**src/rtl/mem_arbiter.sv**
```systemverilog
// Two-requester, round-robin memory arbiter.
// Fixed three-state access cycle: grant/drive memory, capture read data, respond.
module mem_arbiter (
    input  logic       clk_i,
    input  logic       rst_ni,
    input  logic       req0_i,
    input  logic       req1_i,
    input  logic [7:0] addr0_i,
    input  logic [7:0] addr1_i,
    input  logic [7:0] wdata0_i,
    input  logic [7:0] wdata1_i,
    input  logic       wr0_i,
    input  logic       wr1_i,
    output logic       gnt0_o,
    output logic       gnt1_o,
    output logic       done0_o,
    output logic       done1_o,
    output logic [7:0] rdata_o,
    output logic [7:0] mem_addr_o,
    output logic [7:0] mem_wdata_o,
    output logic       mem_we_o,
    input  logic [7:0] mem_rdata_i,
    output logic       busy_o
);

    typedef enum logic [1:0] {
        IDLE   = 2'd0,
        ACCESS = 2'd1,
        RESP   = 2'd2
    } state_e;

    state_e     state_q;
    logic       last_q;
    logic       id_q;
    logic       wr_q;
    logic       gnt0_q, gnt1_q, done0_q, done1_q, mem_we_q;
    logic [7:0] mem_addr_q, mem_wdata_q, rdata_q;
    logic       win_d;

    // On a tie the requester that was not granted last wins.
    always_comb begin
        win_d = 1'b0;
        if (req0_i && req1_i) begin
            win_d = ~last_q;
        end else if (req1_i) begin
            win_d = 1'b1;
        end
    end

    always_ff @(posedge clk_i or negedge rst_ni) begin
        if (!rst_ni) begin
            state_q     <= IDLE;
            last_q      <= 1'b1;
            id_q        <= 1'b0;
            wr_q        <= 1'b0;
            gnt0_q      <= 1'b0;
            gnt1_q      <= 1'b0;
            done0_q     <= 1'b0;
            done1_q     <= 1'b0;
            mem_we_q    <= 1'b0;
            mem_addr_q  <= '0;
            mem_wdata_q <= '0;
            rdata_q     <= '0;
        end else begin
            gnt0_q   <= 1'b0;
            gnt1_q   <= 1'b0;
            done0_q  <= 1'b0;
            done1_q  <= 1'b0;
            mem_we_q <= 1'b0;
            case (state_q)
                IDLE: begin
                    if (req0_i || req1_i) begin
                        state_q     <= ACCESS;
                        id_q        <= win_d;
                        last_q      <= win_d;
                        wr_q        <= win_d ? wr1_i    : wr0_i;
                        mem_we_q    <= win_d ? wr1_i    : wr0_i;
                        mem_addr_q  <= win_d ? addr1_i  : addr0_i;
                        mem_wdata_q <= win_d ? wdata1_i : wdata0_i;
                        gnt0_q      <= ~win_d;
                        gnt1_q      <= win_d;
                    end
                end
                ACCESS: begin
                    state_q <= RESP;
                    if (!wr_q) begin
                        rdata_q <= mem_rdata_i;
                    end
                    done0_q <= ~id_q;
                    done1_q <= id_q;
                end
                RESP: begin
                    state_q <= IDLE;
                end
                default: begin
                    state_q <= IDLE;
                end
            endcase
        end
    end

    assign gnt0_o      = gnt0_q;
    assign gnt1_o      = gnt1_q;
    assign done0_o     = done0_q;
    assign done1_o     = done1_q;
    assign mem_we_o    = mem_we_q;
    assign mem_addr_o  = mem_addr_q;
    assign mem_wdata_o = mem_wdata_q;
    assign rdata_o     = rdata_q;
    assign busy_o      = (state_q != IDLE);

endmodule

```
**config.mk**
```make
export PLATFORM = sky130hd
export DESIGN_NAME = mem_arbiter
export DESIGN_NICKNAME = d
export VERILOG_FILES = /design/src/rtl/mem_arbiter.sv
export SDC_FILE = /design/constraint.sdc
export NUM_CORES = 1
export LEC_CHECK = 0
export CAP_MARGIN = 20
export CORE_AREA = 3 3 66 68
export CTS_BUF_LIST = sky130_fd_sc_hd__clkbuf_16
export DETAILED_ROUTE_END_ITERATION = 16
export DIE_AREA = 0 0 69 71
export PLACE_DENSITY = 0.76
export SLEW_MARGIN = 30
export SYNTH_ARGS = -nofsm -noshare
export SYNTH_HDL_FRONTEND = slang
export SYNTH_SLANG_ARGS = --single-unit
```
**constraint.sdc**
```tcl
create_clock -name clk_i -period 1.7 [get_ports clk_i]
set_clock_uncertainty 0.15 [all_clocks]
set_input_delay 0.34 -clock clk_i [delete_from_list [all_inputs] [get_ports clk_i]]
set_output_delay 0.34 -clock clk_i [all_outputs]
set_load 0.05 [all_outputs]
```
---- Word-level counts from Yosys, hierarchy flattened ----
Cells that the tools add are included.
Widths: inputs -> output; s select.
storage, ports and cells
  word-level logic and storage cells ...... 39
  register bits after elaboration ......... 34
operators by class
  reductions and logical operators ........ 6
  mux-type cells .......................... 15
  bitwise gates (word level) .............. 4
  eq/ne operators ......................... 2
operator list
  cell                number
  $mux 8              2
  $mux 1              11
  $not 1->1           4
  $pmux 2 s2          1
  $reduce_and 2->1    2
  $eq 2x1->1 const B  1
  $logic_not 2->1     1
  $mux 2              1
  $ne 2x2->1 const B  1
  $reduce_bool 2->1   1
  $logic_and 1x1->1   1
  $logic_or 1x1->1    1

---- Logic depth before layout (Yosys ltp) ----
  word-level depth ........................ 5
  gate-level depth with buffers ........... 6

---- Worst setup path before layout ----
OpenSTA, ideal clock, no wires.
  path type ............................... flip-flop to flip-flop
  start point ............................. register state_q[1]
  end point ............................... register wr_q
  setup time .............................. 0.090 ns
  slack ................................... 0.179 ns
  stages on the path, launching flop included .. 6
  arrival time ............................ 1.281 ns
  data required time ...................... 1.460 ns
  path buffers ............................ 1
  period minus slack after synthesis ...... 1.521 ns
  cells stage by stage .................... dfrtp_1 > nor2_1 > buf_2 > inv_1 > a211o_1 > o221ai_1
between the ends
  cells in the longest elaborated chain, start to end .. 2
RTL lines
  item                        line  source
  start, declared             32    state_e state_q;
  start signal, assigned      52    state_q <= IDLE;
  start signal, assigned      73    state_q <= ACCESS;
  start signal, assigned      85    state_q <= RESP;
  $logic_not 2->1             70    case (state_q)
  $reduce_and 2->1 (no line)  --
  end signal, assigned        76    wr_q <= win_d ? wr1_i : wr0_i;
  end, declared               35    logic wr_q;
No other way between the ends.
A chain may end at the register's enable or synchronous reset.

---- Worst setup path in the final report ----
  start point ............................. input port req0_i
  end point ............................... register mem_addr_q[3], in the netlist mem_addr_o[3]
between the ends
  cells in the longest elaborated chain, start to end .. 3
  elaborated cells on any way between the ends .. 5
RTL lines
  item                  line  source
  start, declared       6     input logic req0_i,
  $logic_and 1x1->1     43    if (req0_i && req1_i) begin
  $mux 1                43
  $mux 8                78    mem_addr_q <= win_d ? addr1_i : addr0_i;
  end signal, assigned  78
  end, declared         37    logic [7:0] mem_addr_q, mem_wdata_q, rdata_q;
Parallel ways exist; a longest one is shown, timed or not.

==> flow_summary.yaml <==
clocking:
  clk_pin_slew_ns: 0.06
  insertion_delay_ns: 0.28
  cts_tree: "done"
  clk_path_buf_depth: 2
  cts_buffers: 5
  cts-root-buf: "clkbuf_16"
  htreeDepth: 2
  post-cts-setup-buffer-count: 0
  clock_sinks: 34
floorplanning:
  core-area_um2: 3910
  die_h_um: 71
  die_w_um: 69
  rows: 23
  start_util_pct: 36.4
  dieArea_um2: 4900
  ios: 76
power:
  p_switching_w: 0.00269
  intPower_w: 0.00386
  p_clk_share_pct: 17.8
  pwr-share-comb_pct: 57.1
  p_per_area_nw_per_um2: 2380
  p_leak_nw: 1.23
  p_total_w: 0.00655
  power_frac_seq_pct: 25.1
  p_sw_share_pct: 41.1
  ir_drop_uv: 1190
logic_synthesis:
  synthesis.nets: 176
  ys_types: 26
  synth_edf_count: 0
  netlist_area_um2: 1420
  synth_mux_area_share_pct: 6.33
  synth_warnings: 0
  netlist_top_cells_count: "33 x dfrtp_1, 27 x nand2_1, 12 x a21oi_1, 12 x a31oi_1, 8 x mux2_2"
  synth-compound-area-share_pct: 16.1
  synthTopCellsByArea: "dfrtp_1 58%, nand2_1 7.1%, mux2_2 6.3%, a31oi_1 5.3%, a21oi_1 4.2%"
  avgSynthCellArea_um2: 11.0
  async_reset_ff_share_pct: 100
  synth_most_common_cell: "dfrtp_1"
  synth_top_area_share_pct: 58.0
  ys_seq_area_share_pct: 59.8
  yosysTopAreaCell: "dfrtp_1"
  synthCells: 130
  synthAdderAreaFrac_pct: 0
  synth_seq_cells: 34
  synthFlopType: "dfrtp_1"
  synth_top_family_by_area: "compound AO/OA/AOI/OAI gates"
  synthXorXnorAreaFrac_pct: 0
  yosys.area_share.simple_pct: 12.2
critical_path:
  worstPathArrival_ns: 1.65
  critical_path_class: "input port to flip-flop"
  crit_path_start_kind: "input port"
  cp.required_ns: 1.71
  cp-end-kind: "flip-flop"
  cp_max_fo: 6
global_route:
  grt_antenna_before_repair: 0
  grt_pass1_wl_mm: 6.71
  track_usage_pct: 17.8
  overflow: 0
  grt_pass1_vias: 1374
  grt_max_degree: 17
timing:
  fin_crit_sh_pct: 96.8
  setup_viol: 0
  slew_viol_final: 0
  relSlewSlack_pct: 81.5
  setup_tns_ns: 0
  hold_viol: 0
  fin_crit_ns: 1.65
  worst_pin_slew_ns: 0.276
  max_freq_mhz: 608
layout:
  drive_gt1_share_pct: 29.0
  antenna_cells: 0
  n_fill_cell: 298
  syn2layout_area_growth_pct: 93.1
  multi_input_area_um2: 509
  final_core_util_pct: 70.3
  nets: 259
  fin_area_um2: 2750
  seq_area_um2: 852
run_status:
  status: "completed"
placed_design:
  io_buffers: 75
  placed_area_um2: 2530
  dpl.hpwl_mm: 3.15
  place_congestion: 0.879
detailed_routing:
  drt-total-wl_mm: 4.22
  dr.pass1.iters: 4
  drc_errors: 0
  drt.antenna.violating_nets: 0
  drt_iter0_drc: 50
  detail_route.wl_per_cell_um: 16.0
  viasPerCell: 4.95
  dr_total_vias: 1306
flow_run:
  drv_cap: 0
hold_path:
  hp-class: "input port to async pin"
[worst paths after layout]
check / from / end / slack, ns / cells past startpoint
setup / recovery: req0_i / mem_addr_o[3]$_DFFE_PN0P_ / 0.05 / 4
hold / removal: rst_ni / mem_addr_o[4]$_DFFE_PN0P_ / 0.31 / 2
setup reg to reg: state_q[1]$_DFFE_PN0P_ / rdata_o[4]$_DFFE_PN0P_ / 0.19 / 3
hold reg to reg: id_q$_DFFE_PN0P_ / done0_o$_DFF_PN0_ / 0.32 / 1
max in group asynchronous: rst_ni / mem_addr_o[7]$_DFFE_PN0P_ / 0.62 / 3
min in group clk_i: id_q$_DFFE_PN0P_ / done0_o$_DFF_PN0_ / 0.32 / 1
[layout make-up]
type	count	area share, %
clock buffer	5	4.55
timing repair buffer	85	40.4
clock inverter	3	2.50
tap	50	2.27
multi-input combinational	82	18.5
inverter	5	0.773
sequential	34	31.0
[power by group through the flow]
stage | sequential (W) | clock, W | combinational (W)
2_1_floorplan | 0.00257 | 0 | 0.000840
3_3_place_gp | 0.00162 | 0 | 0.00367
3_5_place_dp | 0.00163 | 0 | 0.00372
4_1_cts | 0.00164 | 0.00119 | 0.00375
5_1_grt | 0.00168 | 0.00123 | 0.00391
6_report | 0.00164 | 0.00117 | 0.00374
[worst max-delay path: stages]
cell and delay, ns:
clkdlybuf4s50_1 0.55, or2_1 0.17, nand2_1 0.19, a221o_1 0.41
[sequential cells by signal, summed over array words and instances (netlist names)]
| name | count |
|---|---|
| mem_addr_o | 8 |
| mem_wdata_o | 8 |
| rdata_o | 8 |
| state_q | 2 |
| done0_o | 1 |
| done1_o | 1 |
| gnt0_o | 1 |
| gnt1_o | 1 |
| id_q | 1 |
| last_q | 1 |
| mem_we_o | 1 |
| wr_q | 1 |
[cells in the final DEF (no fill, tap or decap), drive strengths merged, types with 2 or more instances in the layout]
cell type,synthesis,routed
mux2,8,8
inv,5,5
a31oi,12,12
clkbuf,3,5
nand2,27,27
a21oi,12,12
bufinv,0,2
a221o,4,4
dfrtp,33,33
clkdlybuf4s50,0,44
nor2,4,4
buf,6,40
and3,5,5
[repair_timing]
action                                  4_1_cts  5_1_grt
endpoints found under the setup margin        1       12
endpoints found under the hold margin         9        0
gates resized for setup                       1        4
hold buffers                                  1        0
[kinds of logic after synthesis]
family	count (synthesis)
compound gates	35
mux	8
flops	34
simple gates	39
buf+inv	14
[metrics by stage]
| stage | setup WS, ns | hold slack, ns | std cells |
|---|---|---|---|
| floorplan | 0.179 | -0.106 | 130 |
| global placement | -0.161 | 0.0670 | 255 |
| detailed placement | -0.232 | 0.0697 | 255 |
| CTS | 0.0366 | 0.316 | 264 |
| global route | -0.00420 | 0.334 | 264 |
| finish | 0.0549 | 0.308 | 264 |
[metal layers]
metal,share of wire [%],routed length [um],vias to the layer above,global-route usage [%]
met3,5.7,241,5,4.83
met1,39,1630,627,19.8
met5,0,0,-,0
met2,54,2260,55,31.1
met4,2.1,90,0,9.11
li1,-,-,619,-
Note: power is estimated with default switching activity, not from simulation.
